==> config.mk <==
export PLATFORM = sky130hd
export DESIGN_NAME = heat_pixel_iter_flat
export DESIGN_NICKNAME = d
export VERILOG_FILES = /design/src/rtl/heatmap_pkg.sv /design/src/rtl/heat_pixel_iter_if.sv /design/src/rtl/heat_palette.sv /design/src/rtl/heat_pixel_iter.sv /design/src/flat_wrapper.sv
export SDC_FILE = /design/constraint.sdc
export NUM_CORES = 1
export LEC_CHECK = 0
export CORE_MARGIN = 3
export CORE_UTILIZATION = 45
export CTS_BUF_LIST = sky130_fd_sc_hd__clkbuf_8
export CTS_CLUSTER_DIAMETER = 200
export DETAILED_ROUTE_END_ITERATION = 8
export GPL_TIMING_DRIVEN = 1
export HOLD_SLACK_MARGIN = 0.03
export PLACE_DENSITY = 0.71
export RECOVER_POWER = 25
export SYNTH_ARGS = -nofsm -noshare
export SYNTH_HDL_FRONTEND = slang
export SYNTH_SLANG_ARGS = --single-unit
export TNS_END_PERCENT = 5
==> constraint.sdc <==
create_clock -name clk -period 4.25 [get_ports clk]
set_input_delay 0.85 -clock clk [delete_from_list [all_inputs] [get_ports clk]]
set_output_delay 0.85 -clock clk [all_outputs]
set_load 0.02 [all_outputs]
==> src/rtl/heatmap_pkg.sv <==
// Shared definitions for the heat-map pixel path: screen/cell geometry
// defaults, iterator state encoding, RGB332 temperature palette and the
// linear pixel-address helper.
package heatmap_pkg;

  localparam int HM_H_RES      = 640;
  localparam int HM_V_RES      = 480;
  localparam int HM_CELL_SHIFT = 3;

  typedef enum logic [2:0] {
    ST_IDLE,
    ST_FETCH,
    ST_WAIT,
    ST_PRESENT,
    ST_NEXT,
    ST_DONE
  } iter_state_t;

  // Cold-to-hot bands: blue, cyan, green, yellow, orange, red, white.
  localparam logic [7:0] PALETTE [8] = '{
    8'h02, 8'h03, 8'h1F, 8'h1C, 8'hFC, 8'hF4, 8'hE0, 8'hFF
  };

  // Byte address of pixel (x, y) in a row-major frame buffer.
  function automatic logic [31:0] pixel_addr(input logic [15:0] x,
                                              input logic [15:0] y,
                                              input int unsigned h_res);
    return 32'(y) * 32'(h_res) + 32'(x);
  endfunction

endpackage

==> src/rtl/heat_pixel_iter_if.sv <==
// Arbiter / temperature-grid side bus of one pixel iterator.
// master = iterator, slave = arbiter plus grid memory.
// Address/colour are qualified by inter_select; comp_flag completes a pixel.
interface heat_pixel_iter_if #(
  parameter int TEMP_W  = 16,
  parameter int TADDR_W = 13
);

  logic               inter_start;
  logic               comp_flag;
  logic               inter_select;
  logic               inter_done;
  logic [31:0]        vga_addr;
  logic [31:0]        vga_pxl_clr;
  logic               temp_rd;
  logic [TADDR_W-1:0] temp_addr;
  logic [TEMP_W-1:0]  temp_rdata;

  modport master (
    input  inter_start, comp_flag, temp_rdata,
    output inter_select, inter_done, vga_addr, vga_pxl_clr, temp_rd, temp_addr
  );

  modport slave (
    output inter_start, comp_flag, temp_rdata,
    input  inter_select, inter_done, vga_addr, vga_pxl_clr, temp_rd, temp_addr
  );

endinterface

==> src/rtl/heat_palette.sv <==
// Temperature band (3 MSBs of a grid word) to RGB332 colour lookup.
// Latency: combinational.
// Backpressure: none; pure function, also used by the legend generator.
module heat_palette
  import heatmap_pkg::*;
(
  input  logic [2:0] band_i,
  output logic [7:0] clr_o
);

  assign clr_o = PALETTE[band_i];

endmodule

==> src/rtl/heat_pixel_iter.sv <==
// Walks rows ITER_ID, ITER_ID+N_ITER, ... and offers each pixel's address and
// palette colour to the arbiter. Latency: 4 cycles per grid fetch, 2 per
// reused-colour pixel. Backpressure: holds the offer until comp_flag.
module heat_pixel_iter
  import heatmap_pkg::*;
#(
  parameter int ITER_ID    = 0,
  parameter int N_ITER     = 7,
  parameter int H_RES      = HM_H_RES,
  parameter int V_RES      = HM_V_RES,
  parameter int CELL_SHIFT = HM_CELL_SHIFT,
  parameter int TEMP_W     = 16,
  parameter int TADDR_W    = 13
) (
  input  logic              clk,
  input  logic              reset,
  heat_pixel_iter_if.master bus
);

  localparam logic [15:0] X_LAST  = 16'(H_RES - 1);
  localparam logic [15:0] Y_FIRST = 16'(ITER_ID);
  localparam logic [16:0] Y_STEP  = 17'(N_ITER);
  localparam logic [16:0] Y_LIMIT = 17'(V_RES);
  localparam logic [31:0] CELLS_X = 32'(H_RES >> CELL_SHIFT);

  iter_state_t state_q, state_d;
  logic [15:0] x_q, x_d;
  logic [15:0] y_q, y_d;
  logic [7:0]  clr_q, clr_d;
  logic [31:0] addr_q, addr_d;
  logic        sel_q, sel_d;
  logic        done_q, done_d;
  logic        rd;
  logic [7:0]  band_clr;
  logic [16:0] y_next;

  heat_palette u_palette (
    .band_i (bus.temp_rdata[TEMP_W-1 -: 3]),
    .clr_o  (band_clr)
  );

  assign y_next = {1'b0, y_q} + Y_STEP;

  // Grid cell under the current pixel; only meaningful while fetching.
  assign bus.temp_addr = TADDR_W'(32'(y_q >> CELL_SHIFT) * CELLS_X
                                  + 32'(x_q >> CELL_SHIFT));

  // Next-state and datapath updates; colour is refetched only when x enters a new cell.
  always_comb begin
    state_d = state_q;
    x_d     = x_q;
    y_d     = y_q;
    clr_d   = clr_q;
    addr_d  = addr_q;
    sel_d   = sel_q;
    done_d  = done_q;
    rd      = 1'b0;
    case (state_q)
      ST_IDLE, ST_DONE: begin
        if (bus.inter_start) begin
          x_d     = '0;
          y_d     = Y_FIRST;
          done_d  = 1'b0;
          state_d = ST_FETCH;
        end
      end
      ST_FETCH: begin
        rd      = 1'b1;
        state_d = ST_WAIT;
      end
      ST_WAIT: begin
        clr_d   = band_clr;
        addr_d  = pixel_addr(x_q, y_q, H_RES);
        sel_d   = 1'b1;
        state_d = ST_PRESENT;
      end
      ST_PRESENT: begin
        if (bus.comp_flag) begin
          sel_d = 1'b0;
          if (x_q < X_LAST) begin
            x_d     = x_q + 16'd1;
            state_d = ST_NEXT;
          end else if (y_next < Y_LIMIT) begin
            x_d     = '0;
            y_d     = y_next[15:0];
            state_d = ST_NEXT;
          end else begin
            done_d  = 1'b1;
            state_d = ST_DONE;
          end
        end
      end
      ST_NEXT: begin
        if (x_q[CELL_SHIFT-1:0] == '0) begin
          state_d = ST_FETCH;
        end else begin
          addr_d  = pixel_addr(x_q, y_q, H_RES);
          sel_d   = 1'b1;
          state_d = ST_PRESENT;
        end
      end
      default: state_d = ST_IDLE;
    endcase
  end

  // State and datapath registers with synchronous reset.
  always_ff @(posedge clk) begin
    if (reset) begin
      state_q <= ST_IDLE;
      x_q     <= '0;
      y_q     <= '0;
      clr_q   <= '0;
      addr_q  <= '0;
      sel_q   <= 1'b0;
      done_q  <= 1'b0;
    end else begin
      state_q <= state_d;
      x_q     <= x_d;
      y_q     <= y_d;
      clr_q   <= clr_d;
      addr_q  <= addr_d;
      sel_q   <= sel_d;
      done_q  <= done_d;
    end
  end

  assign bus.temp_rd      = rd;
  assign bus.inter_select = sel_q;
  assign bus.inter_done   = done_q;
  assign bus.vga_addr     = addr_q;
  assign bus.vga_pxl_clr  = {24'h0, clr_q};

endmodule
==> src/flat_wrapper.sv <==
// flat-port wrapper written by rule: the top's interface ports become plain ports
module heat_pixel_iter_flat import heatmap_pkg::*;
#(
  parameter int ITER_ID    = 0,
  parameter int N_ITER     = 7,
  parameter int H_RES      = HM_H_RES,
  parameter int V_RES      = HM_V_RES,
  parameter int CELL_SHIFT = HM_CELL_SHIFT,
  parameter int TEMP_W     = 16,
  parameter int TADDR_W    = 13
)
  (clk, reset, bus_inter_start, bus_comp_flag, bus_temp_rdata, bus_inter_select, bus_inter_done, bus_vga_addr, bus_vga_pxl_clr, bus_temp_rd, bus_temp_addr);
  heat_pixel_iter_if #(.TEMP_W(TEMP_W), .TADDR_W(TADDR_W)) bus_i ();
  input  logic clk;
  input  logic reset;
  input wire logic [$bits(bus_i.inter_start)-1:0] bus_inter_start;
  input wire logic [$bits(bus_i.comp_flag)-1:0] bus_comp_flag;
  input wire logic [$bits(bus_i.temp_rdata)-1:0] bus_temp_rdata;
  output wire logic [$bits(bus_i.inter_select)-1:0] bus_inter_select;
  output wire logic [$bits(bus_i.inter_done)-1:0] bus_inter_done;
  output wire logic [$bits(bus_i.vga_addr)-1:0] bus_vga_addr;
  output wire logic [$bits(bus_i.vga_pxl_clr)-1:0] bus_vga_pxl_clr;
  output wire logic [$bits(bus_i.temp_rd)-1:0] bus_temp_rd;
  output wire logic [$bits(bus_i.temp_addr)-1:0] bus_temp_addr;
  assign bus_i.inter_start = bus_inter_start;
  assign bus_i.comp_flag = bus_comp_flag;
  assign bus_i.temp_rdata = bus_temp_rdata;
  assign bus_inter_select = bus_i.inter_select;
  assign bus_inter_done = bus_i.inter_done;
  assign bus_vga_addr = bus_i.vga_addr;
  assign bus_vga_pxl_clr = bus_i.vga_pxl_clr;
  assign bus_temp_rd = bus_i.temp_rd;
  assign bus_temp_addr = bus_i.temp_addr;
  heat_pixel_iter #(.ITER_ID(ITER_ID), .N_ITER(N_ITER), .H_RES(H_RES), .V_RES(V_RES), .CELL_SHIFT(CELL_SHIFT), .TEMP_W(TEMP_W), .TADDR_W(TADDR_W)) u_core (.clk(clk), .reset(reset), .bus(bus_i));
endmodule
==> reports/qor.yml, run 1 <==
crit_buf_inv: 3
status: "complete, but fails checks"
synth_edf_count: 0
gp_congestion: 0.862
dp_hpwl_um: 9580
clock-skew-final_ns: 0.0111
holdPathStages: 2
crit_arrival_ns: 3.09
cts_htree_levels: 3
reg2reg_from: "u_core.y_q[3]"
min_path_type: "reg -> reg"
drv_slew: 46
grt_use_total_pct: 19.6
numCtsBuffers: 9
vias: 4641
synth_cell_type_count: 74
ys_top_cells_by_area: "dfxtp_1 (26%), ha_1 (12%), a21oi_1 (5.6%)"
grtUsageMet2_pct: 30.9
clkTransAtPathRegs_ns: 0.08
grt_util_met3_pct: 3.49
hold_start: "u_core.bus.vga_addr[14]"
drc: 0
critPathRequiredTime_ns: 3.40
grt_pass1_wl_um: 21000
first_iter_violations: 434
io_pins: 100
critPathCaptureType: "output pin"
crit_slowest_cell: "fa_1"
antenna_found_initial: 0
grt-ovfl-total: 0
critical_path_class: "reg -> out"
avgRoutedWirePerCell_um: 14.9
violations: "max-capacitance violations, max-slew violations"
clkLatencyLatePin_ns: 0.34
yosysTopAreaCell: "dfxtp_1"
post-synth-top-count-cell: "dfxtp_1"
viasPerCell: 5.52
clock_sinks: 69
drive_above_1_share_pct: 6.13
ys_ff_latch: 69
leakage_nw: 2.58
synth_flop_cell: "dfxtp_1"
wl_um: 12600
synth_top_area_share_pct: 26.2
nets: 774
first_pass_iters: 5
crit_chain: "ha_1 -> ha_1 -> inv_1 -> fa_1 -> inv_1 -> ha_1 -> a21boi_0 -> o21ai_0 -> nand2b_1 -> a21o_1 -> a21oi_1 -> xnor2_1 -> clkbuf_2"
synthToLayoutAreaGrowth_pct: 13.6
setup-tns-final_ns: 0
avgSynthCellArea_um2: 8.10
synth_common_cells: "dfxtp_1 (69), a21oi_1 (59), nand2_1 (58), nor2_1 (58), ha_1 (51)"
async_flop_share_pct: 0
cts_tree: "done"
core-area_um2: 11100
ir_drop_v: 0.000186
slew-limit-headroom_pct: -34.6
grt.busiest_layer: "met2"
tightest_slew_ns: 2.02
slowest_delay_ns: 0.48
r2r_end: "u_core.bus.vga_addr[22]"
crit_top_cell: "ha_1"
hold_end: "u_core.bus.vga_addr[14]"
timing_hold_violations_final: 0
setup_violations: 0
grt_max_degree: 46
syn_area_um2: 5270
die-area_um2: 13000
grt_pass1_vias: 4338
drv_cap: 1
crit_path_start_kind: "register"
critPathMaxFanout: 3
num_antenna_cells: 0
rsz0062_at_grt: "false"
reg2reg_depth: 16
path_delay_family: "adder cells"
final_util_pct: 53.7
ant_nets: 0
dieWidth_um: 114
max_freq_ghz: 0.254
num_rows: 38
initial_utilization_pct: 47.3
die_h_um: 114
ys.warnings.count: 0
fin_crit_ns: 3.94
rrSetupSlack_ns: 0.40
ys_seq_area_share_pct: 26.2
ctsRootBufferMaster: "clkbuf_8"
timing.final.crit_share_pct: 92.8
grt_util_met1_pct: 27.0
crit_cells: 13
port-buffer-count: 57
nFillCells: 1030
postSynthCellCount: 650
clockBufferDepth: 2
p_per_area_nw_per_um2: 242
[worst min-delay path: stages (launching register included)]
cell and delay, ns:
dfxtp_1 0.31, nand2_1 0.05, a21oi_1 0.05
[where the power goes]
part	total (mW)	internal, mW	switching, mW
Combinational	0.229	0.0792	0.150
Clock	0.531	0.293	0.238
Sequential	0.689	0.668	0.0211
Total	1.45	1.04	0.409
[layout make-up]
type                    instances  area [um2]  area share, %
repair buffers                 66         634           10.6
multi-input cells             516        3460           57.9
inverters                      37         139           2.32
flip-flops and latches         69        1380           23.1
well taps                     140         175           2.93
clock inverters                 2        35.0          0.586
clock buffers                  11         151           2.53
[registers in the layout, indices dropped and copies added (netlist names)]
signal,flops
u_core.x_q,16
u_core.clr_q,5
u_core.bus.inter_select,1
u_core.state_q,3
u_core.bus.vga_addr,27
u_core.bus.inter_done,1
u_core.y_q,16
[cells by family (layout without fill, tap and decap cells)]
kind of cell / Yosys count / in the layout / synth area share [%]
AOI/OAI and AO/OA: 176 / 176 / 22.6
xor gates and xnor gates: 37 / 37 / 6.15
adders and majority gates: 55 / 55 / 13.6
buffers and inverters: 93 / 116 / 9.98
DFF: 69 / 69 / 26.2
muxes: 2 / 2 / 0.380
other: 1 / 29 / 0.0712
and+or+nand+nor: 217 / 217 / 20.9
[stage by stage]
| stage | hold slack, ns | setup slack (ns) | power (mW) | instance area [um2] | instances |
|---|---|---|---|---|---|
| after floorplan | 0.449 | 0.737 | 0.888 | 5370 | 678 |
| after global placement | 0.442 | 0.246 | 0.929 | 5800 | 828 |
| after detailed placement | 0.445 | 0.258 | 0.935 | 5800 | 828 |
| after CTS | 0.456 | 0.0975 | 1.46 | 5980 | 841 |
| after global routing | 0.481 | 0.0288 | 1.52 | 5980 | 841 |
| final | 0.453 | 0.308 | 1.45 | 5980 | 841 |
[how the worst max path moves through the flow]
stage                             start                end  slack (ns)
final                     u_core.y_q[6]  bus_temp_addr[12]        0.31
after global routing      u_core.y_q[4]  bus_temp_addr[12]        0.03
after detailed placement  u_core.y_q[4]  bus_temp_addr[12]        0.26
after global placement    u_core.y_q[4]  bus_temp_addr[12]        0.25
after floorplan           u_core.y_q[4]  bus_temp_addr[12]        0.74
after CTS                 u_core.y_q[4]  bus_temp_addr[11]         0.1
[timing repair]
action                     CTS  global route
setup endpoints to repair    1             3
gates resized for setup      1             4
setup buffers                0             0
hold buffers                 0             0
hold endpoints to repair     0             0
[cell usage in the layout (no fill, tap or decap), drive strengths merged, types with 6 or more instances in the layout]
master | netlist | routed
o21ai | 28 | 28
xor2 | 14 | 14
a21oi | 61 | 61
o21a | 10 | 10
a21o | 9 | 9
dfxtp | 69 | 69
nand2b | 10 | 10
nand4 | 6 | 6
dlygate4sd3 | 0 | 22
nand3 | 16 | 16
clkdlybuf4s50 | 0 | 32
nor4 | 6 | 6
xnor2 | 23 | 23
buf | 42 | 8
clkbuf | 14 | 13
o31ai | 6 | 6
inv | 37 | 37
a211oi | 16 | 16
and3 | 9 | 9
ha | 51 | 51
nor2 | 58 | 58
and2 | 12 | 12
nand2 | 58 | 58
conb | 1 | 29
nor3 | 13 | 13
[per-layer routing]
metal  vias up  wire (um)
met2       148       5430
met1      2128       6160
li1       2348          -
met3        17        742
met5         -          0
met4         0        235
Power figures use the tool's default switching activity.
==> run 2: changes to the inputs <==
Settings changed: CORE_MARGIN 3 to 2.
==> run 2 against run 1 <==
  * The run still ends with max-capacitance violations, max-slew violations left
  * Largest power group unchanged
  * Highest routed layer unchanged
  * Combinational power rose by 2%
  * Flip-flop and latch count unchanged
  * Final area is 1.2% higher
==> reports/qor.yml, run 2 (synthesis gave the netlist of run 1 again) <==
grt_pass1_vias: 4378  # +0.92%
wl_um: 12700  # +0.88%
intPower_mw: 1.09  # +5.0%
clock_sinks: 69  # unchanged
multi_input_area_um2: 3470  # +0.11%
first_pass_iters: 4  # -1
largest_reg_flops: 27  # unchanged
final_cell_mix: "dfxtp_1 (69), nand2_1 (58), a21oi_1 (58), nor2_1 (58), ha_1 (51)"
clkLatencyLatePin_ns: 0.38  # +0.04 ns
leakage_nw: 2.57  # -0.62%
vias: 4735  # +2.0%
clkTransAtPathRegs_ns: 0.09  # about the same
num_antenna_cells: 0  # unchanged
p_per_area_nw_per_um2: 259  # +6.8%
critPathRequiredTime_ns: 3.40  # about the same
worst_slack_ns: 0.262  # -0.0454 ns
p_sw_mw: 0.473  # +16%
nFillCells: 1091  # +5.9%
layout.cells.non_filler: 850  # +1.1%
grt-ovfl-total: 0  # unchanged
clockPowerShare_pct: 41.0  # +4.4 points
critPathCaptureType: "output pin"
setup_violations: 0  # unchanged
die-area_um2: 12600  # -3.5%
tightest_slew_ns: 1.93  # -0.0911 ns
critPathMaxFanout: 4  # +1
grt_max_degree: 45  # -2.2%
timing_hold_violations_final: 0  # unchanged
avgRoutedWirePerCell_um: 14.9  # -0.18%
nets: 777  # +0.39%
post_cts_buffers: 0  # unchanged
port-buffer-count: 57  # unchanged
num_rows: 39  # +2.6%
violations: "max-capacitance violations, max-slew violations"
min_path_type: "reg -> reg"
ant_nets: 0  # unchanged
final_util_pct: 53.0  # -0.78 points
drv_cap: 1  # unchanged
swShare_pct: 30.3  # +2.0 points
grt_use_total_pct: 20.5  # +0.87 points
cts_tree: "done"
rsz0062_at_grt: "false"
crit_arrival_ns: 3.14  # +0.05 ns
timing.final.crit_share_pct: 93.8  # +1.1 points
drive_above_1_share_pct: 7.07  # +0.94 points
max_freq_ghz: 0.251  # -1.1%
drv_slew: 45  # -2.2%
dp_slack_ns: 0.169  # -0.0883 ns
die_h_um: 112  # -1.8%
critical_path_class: "reg -> out"
core-area_um2: 11400  # +2.6%
first_iter_violations: 315  # -27%
status: "complete, but fails checks"
ir_drop_v: 0.000226  # +21%
clock-skew-final_ns: 0.0152  # +0.00413 ns
setup-tns-final_ns: 0  # unchanged
dpl.cell_count: 834  # +0.72%
numCtsBuffers: 9  # unchanged
dieWidth_um: 112  # -1.8%
ctsRootBufferMaster: "clkbuf_8"
regArea_um2: 1380  # unchanged
antenna_found_initial: 0  # unchanged
slew-limit-headroom_pct: -28.5  # +6.1 points
initial_utilization_pct: 46.1  # -1.2 points
fin_crit_ns: 3.99  # +0.0454 ns
cts_htree_levels: 3  # unchanged
dp_hpwl_um: 9720  # +1.5%
io_pins: 100  # unchanged
crit_path_start_kind: "register"
synthToLayoutAreaGrowth_pct: 14.9
drc: 0  # unchanged
final_common_cell: "dfxtp_1"
gp_congestion: 0.858  # -0.55%
grt_pass1_wl_um: 21100  # +0.36%
seqPwrFrac_pct: 44.0  # -3.5 points
clockBufferDepth: 2  # unchanged
viasPerCell: 5.57  # +0.95%
combinationalPowerShare_pct: 15.0  # -0.8 points
## run 2: cell types whose count changed in the layout (fill, tap and decap cells not counted), moves of 2 or more
cell,delta
clkdlybuf4s50_1,+11
dlygate4sd3_1,-11
buf_4,+3
inv_6,+3
clkbuf_8,-2
## run 2: cell type report
class | count | share of cell area [%]
multi-input combinational | 516 | 57.3
sequential | 69 | 22.8
timing repair buffer | 69 | 10.8
tap | 143 | 2.96
inverter | 37 | 2.30
clock buffer | 9 | 2.05
clock inverter | 7 | 1.74
## run 2: per-stage QoR
step	hold slack, ns	instance area (um2)	total power, mW
2_1_floorplan	0.449	5370	0.888
3_3_place_gp	0.440	5820	0.934
3_5_place_dp	0.444	5820	0.938
4_1_cts	0.455	6050	1.58
5_1_grt	0.473	6050	1.64
6_report	0.452	6050	1.56
## run 2: power by group through the flow
stage / Clock, mW / Combinational [mW] / Sequential, mW
after floorplan: 0 / 0.173 / 0.715
after global placement: 0 / 0.231 / 0.703
after detailed placement: 0 / 0.234 / 0.704
after CTS: 0.654 / 0.235 / 0.689
after global routing: 0.690 / 0.257 / 0.693
final: 0.642 / 0.234 / 0.689
## run 2: path summary, 6_finish.rpt
path | start | to | slack [ns] | cells after the start
max reg2reg | u_core.y_q[3] | u_core.bus.vga_addr[22] | 0.44 | 16
max | u_core.y_q[4] | bus_temp_addr[11] | 0.26 | 11
min | u_core.bus.vga_addr[11] | u_core.bus.vga_addr[11] | 0.45 | 2
min reg2reg | u_core.bus.vga_addr[11] | u_core.bus.vga_addr[11] | 0.45 | 2
## run 2: critical path, cell delays in order (launching register included)
cell and delay (ns):
dfxtp_1 0.33, ha_1 0.29, ha_1 0.19, inv_1 0.06, fa_1 0.42, or2b_1 0.29, nand2b_1 0.08, a21oi_1 0.07
xnor2_1 0.15, ha_1 0.33, xnor2_1 0.20, dlygate4sd2_1 0.36
## run 2: timing repair
item,CTS,global route
hold buffers,0,0
endpoints found under the hold margin,0,0
cloned,0,0
resized for setup,2,7
setup endpoints to repair,2,2
## run 2: per-layer routing
| metal | global-route usage [%] | part of all wire, % |
|---|---|---|
| met1 | 27.2 | 47 |
| met2 | 32.7 | 46 |
| met3 | 4.54 | 5.2 |
| met4 | 7.80 | 1.9 |
| met5 | 0 | 0 |
==> run 3: changes to the inputs <==
==> constraint.sdc (replaced) <==
create_clock -name clk -period 4.25 [get_ports clk]
set_input_delay 0.6375 -clock clk [delete_from_list [all_inputs] [get_ports clk]]
set_output_delay 0.6375 -clock clk [all_outputs]
set_load 0.02 [all_outputs]
==> run 3 against run 2 <==
  * The run still ends with max-capacitance violations, max-slew violations left
  * Cell count fell by 0.47%
  * Setup slack got worse by 0.037 ns
  * Non-clock buffer count fell by 4
  * Routed wire length fell by 1.4%
  * Worst hold slack got worse by 0.0044 ns
  * Die area did not move
  * Critical endpoint is now bus_temp_addr[10]
==> reports/qor.yml, run 3 (synthesis gave the netlist of run 1 again) <==
status: "complete, but fails checks"
violations: "max-capacitance violations, max-slew violations"
port-buffer-count: 57  # unchanged
critPathRequiredTime_ns: 3.61  # +0.21 ns
dp_hpwl_um: 9600  # -1.2%
whs_ns: 0.447  # -0.00435 ns
first_iter_violations: 301  # -4.4%
dieWidth_um: 112  # unchanged
die-area_um2: 12600  # unchanged
rrSetupSlack_ns: 0.41  # -0.03 ns
avgRoutedWirePerCell_um: 14.8  # -0.92%
clkTransAtPathRegs_ns: 0.10  # about the same
reg2reg_depth: 16  # unchanged
grt_pass1_vias: 4413  # +0.80%
slowest_delay_ns: 0.65  # +0.23 ns
viasPerCell: 5.57  # about the same
setup-tns-final_ns: 0  # unchanged
final_common_cell: "dfxtp_1"
min_path_type: "reg -> reg"
cts_tree: "done"
cts_htree_levels: 3  # unchanged
grt_max_degree: 45  # unchanged
numCtsBuffers: 9  # unchanged
ctsRootBufferMaster: "clkbuf_8"
final_cell_mix: "dfxtp_1 (68), a21oi_1 (59), nand2_1 (58), nor2_1 (58), ha_1 (51)"
ir_drop_v: 0.000204  # -9.8%
io_pins: 100  # unchanged
wl_um: 12500  # -1.4%
timing.final.crit_share_pct: 94.7  # +0.88 points
critical_path_class: "reg -> out"
core-area_um2: 11400  # unchanged
gp_congestion: 0.881  # +2.8%
crit_chain: "ha_1 -> ha_1 -> inv_1 -> fa_1 -> inv_1 -> ha_1 -> a21boi_0 -> o21ai_0 -> nand2b_1 -> xor2_1 -> clkdlybuf4s50_1"
finalPower_mw: 1.54  # -1.4%
cts-hold-fix-buffers: 0  # unchanged
initial_utilization_pct: 46.1  # unchanged
fin_crit_ns: 4.02  # +0.0373 ns
clkLatencyLatePin_ns: 0.37  # about the same
crit_arrival_ns: 3.39  # +0.25 ns
vias: 4709  # -0.55%
critPathCaptureType: "output pin"
crit_path_end: "bus_temp_addr[10]"
cp-startpoint: "u_core.y_q[5]"
grt-ovfl-total: 0  # unchanged
slew-limit-headroom_pct: -25.5  # +3.0 points
dp_slack_ns: 0.280  # +0.111 ns
max_freq_ghz: 0.248  # -0.93%
grt_pass1_wl_um: 21100  # about the same
first_pass_iters: 5  # +1
drv_slew: 45  # unchanged
holdPathStages: 2  # unchanged
timing_hold_violations_final: 0  # unchanged
ant_nets: 0  # unchanged
die_h_um: 112  # unchanged
num_rows: 39  # unchanged
drive_above_1_share_pct: 6.40  # -0.67 points
clock-skew-final_ns: 0.0171  # +0.00186 ns
worst_slack_ns: 0.225  # -0.0373 ns
crit_buf_inv: 3  # +1
p_per_area_nw_per_um2: 257  # -0.83%
drv_cap: 1  # unchanged
antenna_found_initial: 0  # unchanged
path_delay_family: "adder cells"
synthToLayoutAreaGrowth_pct: 14.2
rsz0062_at_grt: "false"
critPathMaxFanout: 10  # +6
largest_reg_flops: 27  # unchanged
setup_violations: 0  # unchanged
tightest_slew_ns: 1.88  # -0.0451 ns
reg2reg_from: "u_core.y_q[3]"
leakage_nw: 2.58  # +0.39%
post_cts_buffers: 0  # unchanged
crit_top_cell: "ha_1"
clockBufferDepth: 2  # unchanged
grt_use_total_pct: 20.1  # -0.37 points
clock_sinks: 69  # unchanged
crit_path_start_kind: "register"
num_antenna_cells: 0  # unchanged
drc: 0  # unchanged
nets: 773  # -0.51%
crit_cells: 11  # unchanged
r2r_end: "u_core.bus.vga_addr[22]"
crit_slowest_cell: "clkdlybuf4s50_1"
==> run 3: cell count changes in the layout (fill, tap and decap cells not counted), moves of 2 or more <==
cell             delta
dlygate4sd3_1      +11
clkdlybuf4s50_1    -10
buf_4               -4
clkinv_4            +2
inv_6               -2
==> run 3: through the flow <==
step / cells / cell area (um2) / utilization (%)
finish: 846 / 6010 / 52.7
global route: 846 / 6010 / 52.7
CTS: 846 / 6020 / 52.7
detailed placement: 830 / 5790 / 50.7
global placement: 830 / 5790 / 50.7
floorplan: 678 / 5370 / -
==> run 3: what timing repair did <==
action,CTS,global route
gates resized for setup,2,1
endpoints found under the setup margin,1,1
endpoints found under the hold margin,0,0
==> run 3: metal layers <==
layer / up-vias / global-route usage (%) / wire length, um
met5: - / 0 / 0
met4: 0 / 6.99 / 272
met3: 21 / 3.78 / 590
met2: 133 / 33.1 / 5800
met1: 2195 / 26.6 / 5840
li1: 2360 / - / -
==> run 3: tightest hold or removal path: stages (launching register included) <==
cell and delay (ns):
dfxtp_1 0.31, nand2_1 0.05, a21oi_1 0.05
==> run 3: area by class of cell <==
| type | count | area, um2 |
|---|---|---|
| Timing Repair Buffer | 65 | 628 |
| Tap cell | 143 | 179 |
| Clock inverter | 7 | 98.8 |
| Sequential cell | 69 | 1380 |
| Clock buffer | 9 | 124 |
| Multi-Input combinational cell | 516 | 3460 |
| Fill cell | 1056 | 5400 |
| Inverter | 37 | 139 |
==> run 3: power by group <==
part / switching (mW) / leakage [nW] / internal [mW] / total, mW
registers: 0.0217 / 0.559 / 0.667 / 0.689
clock network: 0.288 / 0.110 / 0.333 / 0.621
logic: 0.151 / 1.91 / 0.0819 / 0.233
==> run 3: how the worst min path moves through the flow <==
stage / from / to
5_1_grt: u_core.bus.vga_addr[12] / u_core.bus.vga_addr[12]
6_report: u_core.bus.vga_addr[12] / u_core.bus.vga_addr[12]
3_3_place_gp: u_core.bus.vga_addr[11] / u_core.bus.vga_addr[11]
2_1_floorplan: u_core.x_q[0] / u_core.bus.vga_addr[0]
4_1_cts: u_core.bus.vga_addr[12] / u_core.bus.vga_addr[12]
3_5_place_dp: u_core.bus.vga_addr[12] / u_core.bus.vga_addr[12]
